$ cat src/rtl/rr_encoder_8to3.sv
// rtl/rr_encoder_8to3.sv - registered round-robin 8-to-3 request encoder with hold timeout
// Feeds a 3-to-8 decoder; a forced idle bubble keeps its one-hot from switching directly between requesters.
module rr_encoder_8to3 #(
  parameter int HOLD_W   = 4,
  parameter int HOLD_MAX = 15
) (
  input  logic       clk,
  input  logic       rst,
  input  logic [7:0] req,
  input  logic       release_i,
  output logic [2:0] grant_idx,
  output logic       grant_valid,
  output logic       timeout
);

  typedef enum logic {IDLE, GRANT} state_t;

  localparam logic [HOLD_W-1:0] HOLD_LIM = HOLD_W'(HOLD_MAX);

  state_t            state, state_nxt;
  logic [2:0]        ptr, ptr_nxt;
  logic [2:0]        idx_nxt;
  logic [2:0]        sel;
  logic [2:0]        pos;
  logic [HOLD_W-1:0] hold_cnt, hold_nxt;
  logic              timeout_nxt;
  logic              drop_end;
  logic              limit_hit;

  // Scan from the far end back to ptr so the nearest set bit (in rotation order) wins.
  always_comb begin
    sel = 3'd0;
    pos = 3'd0;
    for (int k = 7; k >= 0; k--) begin
      pos = ptr + 3'(k);
      if (req[pos]) sel = pos;
    end
  end

  assign drop_end  = release_i || !req[grant_idx];
  assign limit_hit = (HOLD_MAX != 0) && (hold_cnt == HOLD_LIM);

  always_comb begin
    state_nxt   = state;
    idx_nxt     = grant_idx;
    ptr_nxt     = ptr;
    hold_nxt    = hold_cnt;
    timeout_nxt = 1'b0;
    case (state)
      IDLE: begin
        if (|req) begin
          state_nxt = GRANT;
          idx_nxt   = sel;
          hold_nxt  = HOLD_W'(1);
        end
      end
      GRANT: begin
        if (drop_end || limit_hit) begin
          state_nxt   = IDLE;
          ptr_nxt     = grant_idx + 3'd1;
          // Release or request drop wins over the limit on the same edge.
          timeout_nxt = !drop_end;
        end else if (hold_cnt != {HOLD_W{1'b1}}) begin
          hold_nxt = hold_cnt + HOLD_W'(1);
        end
      end
      default: state_nxt = IDLE;
    endcase
  end

  always_ff @(posedge clk or posedge rst) begin
    if (rst) begin
      state     <= IDLE;
      ptr       <= 3'd0;
      hold_cnt  <= '0;
      grant_idx <= 3'd0;
      timeout   <= 1'b0;
    end else begin
      state     <= state_nxt;
      ptr       <= ptr_nxt;
      hold_cnt  <= hold_nxt;
      grant_idx <= idx_nxt;
      timeout   <= timeout_nxt;
    end
  end

  assign grant_valid = (state == GRANT);

endmodule

$ cat config.mk
export PLATFORM = sky130hd
export DESIGN_NAME = rr_encoder_8to3
export DESIGN_NICKNAME = d
export VERILOG_FILES = /design/src/rtl/rr_encoder_8to3.sv
export SDC_FILE = /design/constraint.sdc
export NUM_CORES = 1
export LEC_CHECK = 0
export CORE_ASPECT_RATIO = 1.75
export CORE_MARGIN = 2
export CORE_UTILIZATION = 50
export DETAILED_ROUTE_END_ITERATION = 10
export PLACE_DENSITY = 0.75
export REMOVE_ABC_BUFFERS = 1
export SETUP_SLACK_MARGIN = 0.02
export SLEW_MARGIN = 10
export SYNTH_ARGS = -nofsm -noshare
export SYNTH_HDL_FRONTEND = slang
export SYNTH_SLANG_ARGS = --single-unit
$ cat constraint.sdc
create_clock -name clk -period 2.9 [get_ports clk]
set_input_delay 0.435 -clock clk [delete_from_list [all_inputs] [get_ports clk]]
set_output_delay 0.435 -clock clk [all_outputs]
set_load 0.05 [all_outputs]
After elaboration in Yosys (flattened, before gate mapping)
Index checks and enable logic that the tools add are counted.
W data, S select, Z words.
{"block": "classes", "addsub": 9, "order_cmp": 9, "n_eq_ne": 5, "muxes": 35, "bitwise_logic": 1, "reduce_logical": 8}
{"operator": "$lt A3 B4 Y1 const B", "n": 9}
{"operator": "$bmux W1 S3", "n": 9}
{"operator": "$mux W3", "n": 8}
{"operator": "$mux W1", "n": 13}
{"operator": "$add A3 B3 Y3 const B", "n": 4}
{"operator": "$mux W4", "n": 3}
{"operator": "$pmux W4 S2", "n": 1}
{"operator": "$reduce_or A8 Y1", "n": 1}
{"operator": "$add A3 B1 Y3 const B", "n": 2}
{"operator": "$add A3 B2 Y3 const B", "n": 2}
{"operator": "$add A4 B1 Y4 const B", "n": 1}
{"operator": "$eq A4 B4 Y1 const B", "n": 1}
{"operator": "$ne A2 B2 Y1 const B", "n": 2}
{"operator": "$ne A4 B4 Y1 const B", "n": 1}
{"operator": "$reduce_and A2 Y1", "n": 2}
{"operator": "$reduce_and A3 Y1", "n": 1}
{"operator": "$logic_not A1 Y1", "n": 2}
{"operator": "$logic_or A1 B1 Y1", "n": 2}
{"operator": "$ne A2 B1 Y1 const B", "n": 1}
{"operator": "$pmux W1 S2", "n": 1}
{"operator": "$not A1 Y1", "n": 1}
{"block": "word_totals", "regBits": 12, "in_bits": 11, "output_inout_bits": 5, "word_cells": 72}

Longest topological paths before layout
{"block": "logic_depth", "depth_word": 11, "mapped_depth": 11, "depth_no_buf": 8}

Worst setup path before layout
OpenSTA, ideal clock, no wires.
{"block": "synth_path", "kind": "register to register", "from": "reg ptr[1]", "to": "reg grant_idx[1]", "setup_ps": 132, "t_arrival_ps": 2744, "required_time_ps": 2768, "path_slack_ps": 24, "path_stages_with_launch": 11, "path_buffers": 3, "synth_period_minus_slack_ps": 2876, "path_cell_list": "dfrtp_1 -> buf_4 -> buf_2 -> inv_1 -> ha_1 -> clkbuf_1 -> mux4_1 -> mux2_2 -> or2_4 -> a2111oi_2 -> o31ai_1"}
{"block": "synth_via", "elab_chain_cells": 11, "word_cells_on_any_way": 31, "cone_classes": "add/sub: 7; mux: 24"}
{"item": "start, declared", "line_no": "21", "source": "logic [2:0] ptr, ptr_nxt;"}
{"item": "start signal, assigned", "line_no": "80", "source": "ptr <= ptr_nxt;"}
{"item": "$add A3 B3 Y3", "line_no": "35", "source": "pos = ptr + 3'(k);"}
{"item": "$bmux W1 S3", "line_no": "36", "source": "if (req[pos]) sel = pos;"}
{"item": "$mux W1 (not written as such)", "line_no": "36"}
{"item": "$mux W3 (7 in a row)", "line_no": "36"}
{"item": "$mux W3 *", "line_no": "36"}
{"item": "end signal, assigned", "line_no": "82", "source": "grant_idx <= idx_nxt;"}
{"item": "end, declared", "line_no": "11", "source": "output logic [2:0] grant_idx,"}
Mark *: on every way between the ends. The rest lies on a longest branch, timed or not. The select of a mux whose other input is x is not followed.
A chain may end at the register's enable or synchronous reset.

Final worst setup path
{"block": "layout_path", "from": "in req[5]", "to": "reg grant_idx[2]"}
{"block": "layout_via", "elab_chain_cells": 10, "word_cells_on_any_way": 26, "cone_classes": "mux: 24; reduce/logical: 2"}
{"item": "start, declared", "line_no": "9", "source": "input logic [7:0] req,"}
{"item": "$bmux W1 S3", "line_no": "36"}
{"item": "$mux W1 (not written as such)", "line_no": "36"}
{"item": "$mux W3 (8 in a row)", "line_no": "36"}
Several ways; a longest one is shown, not always the timed one. The select of a mux whose other input is x is not followed.

==> out/qor.yml <==
outcome:
  status: "completed"
cells_and_area:
  fin_util_pct: 62.6
  diodes: 0
  drive_gt1_share_pct: 21.0
  layout.nets: 183
  instances_no_fill: 194
  fillCellCount: 217
  area_growth_pct: 20.7
  fin_area_um2: 1670
routing:
  via_per_inst: 6.59
  wl_met1_um: 1330
  highest_layer: "met4"
  wl_met3_um: 126
  drtIter0Drc: 35
  totalWireLength_um: 3620
  drt_pass1_iterations: 4
  dr_wl_met2_um: 2060
  drc: 0
  antenna_left: 0
  avgRoutedWirePerCell_um: 18.7
  via_count: 1279
clock_network:
  cts_root_buffer: "clkbuf_8"
  htree_levels: 1
  clk_latency_ps: 240
  clk_pin_slew_ps: 50
  cts_resized: 0
  cts_buffer_depth: 2
  cts_tree: "done"
  numCtsBuffers: 3
  post_cts_buffers: 0
  clock-sinks: 12
  holdBufCountCts: 0
synthesis:
  synth_commonest_cells: "nand2_1, dfrtp_1, mux2i_1"
  syn_area_per_cell_um2: 9.65
  ys_warn_count: 0
  synth-edff-count: 0
  syn-instance-count: 143
  yosysTopAreaCell: "dfrtp_1"
  ys.flop_type: "dfrtp_1"
  ys_types: 38
  async_flop_share_pct: 100
  synth_area_leaders: "dfrtp_1, mux4_2, mux2_2"
  yosysMostFrequentCell: "nand2_1"
  ys_seq_area_share_pct: 21.8
  syn_area_um2: 1380
  yosysTopAreaCellShare_pct: 21.8
  synth_seq_cells: 12
timing:
  skew_ps: 0.318
  slew-limit-headroom_pct: 59.1
  hold_violations: 0
  rsz0062_at_grt: "false"
  tightest_slew_ps: 597
  setup_tns_ps: 0
  max_freq_ghz: 0.399
  timing.hold.ws_ps: 489
  setup_viol: 0
  post-route-min-period_ps: 2510
  period_share_pct: 86.5
  maxSlewViolCount: 0
  worst_slack_ps: 392
worst_setup_path:
  path_cells: "clkdlybuf4s50_1 -> buf_4 -> mux4_2 -> a2111oi_0 -> nor2_1 -> a311oi_1 -> a221oi_1"
  cp_top_family: "compound AO/OA/AOI/OAI gates"
  required_ps: 3000
  crit_type: "in2reg"
  end_kind: "flop"
  crit_path_start_kind: "input pin"
  cp.arrival_ps: 2610
  slowest_stage: "a2111oi_0"
  critPathMaxFanout: 8
  slowest_delay_ps: 570
  cp_num_buf_inv: 2
grt:
  grt_use_total_pct: 24.8
  grt_pass1_wl_um: 5950
  grt_overflow: 0
  antenna_found_initial: 0
  grt_max_degree: 22
  grt_pass1_vias: 1296
place:
  dpl.hpwl_um: 2770
  placed_area_um2: 1610
  place_congestion: 0.908
  pre_cts_slack_ps: 184
  dp.cells: 190
  numPortBuffers: 15
die:
  dieWidth_um: 43.7
  pin_count: 16
  initial_utilization_pct: 51.9
  die-area_um2: 3210
  coreArea_um2: 2660
  die_h_um: 73.5
  row_count: 25
job:
  cap_violations: 0
pwr:
  ir_drop_v: 0.000933
  power_density_nw_per_um2: 1330
  p_leak_nw: 0.711
  finalPower_mw: 2.21
min_path:
  min_path_type: "reg2reg"
layer usage:
layer / GRT usage [%] / up-vias
met2: 45.3 / 47
met3: 3.69 / 10
met1: 26.5 / 628
met5: 0 / -
met4: 12.8 / 0
li1: - / 594
state kept, by name (all words and copies together) (netlist names):
register     cells
timeout          1
grant_valid      1
ptr              3
grant_idx        3
hold_cnt         4
area by class of cell:
type / instances / area [µm²] / area share, %
multi-input cells: 119 / 1020 / 61.3
flip-flops and latches: 12 / 300 / 18.0
repair buffers: 26 / 233 / 14.0
clock buffers: 4 / 55.1 / 3.31
well taps: 27 / 33.8 / 2.03
inverters: 6 / 22.5 / 1.35
final timing paths:
check,slack (ps),startpoint,depth (start not counted),to
worst min register to register,490,hold_cnt[3],1,hold_cnt[3]
worst max register to register,390,ptr[0],7,grant_idx[1]
min in group asynchronous,500,rst,2,ptr[1]
worst min-delay path,490,hold_cnt[3],1,hold_cnt[3]
worst max-delay path,390,req[5],7,grant_idx[2]
max in group asynchronous,2090,rst,2,timeout
report_power, final:
part	leakage [nW]	switching [mW]	internal (mW)
clock network	0.0288	0.0639	0.120
registers	0.146	0.109	0.234
logic	0.536	0.914	0.767
total	0.711	1.09	1.12
kinds of logic (layout without fill, tap and decap cells):
kind of cell	after synthesis	in the layout	synth area share, %
simple gates	43	43	14.6
compound gates	34	34	16.5
mux	34	34	36.7
flops	12	12	21.8
buf+inv	12	36	4.26
fa+ha+maj	4	4	3.63
xor+xnor	4	4	2.54
placed cells by master, fill, tap and decap left out, types with 2 or more instances in the layout:
master,instances
nand2_1,19
clkdlybuf4s50_1,15
mux2i_1,12
dfrtp_1,12
mux2_2,11
buf_4,11
a21oi_1,8
o21ai_0,8
mux4_2,7
nor2_1,7
nand3_1,5
inv_1,5
mux4_1,4
xor2_1,4
ha_1,4
clkbuf_8,4
nand2b_1,3
a221oi_1,3
o31ai_1,3
nor4_1,2
a21o_1,2
and2_1,2
o21a_1,2
nor2b_1,2
Note: power is estimated with default switching activity, not from simulation.
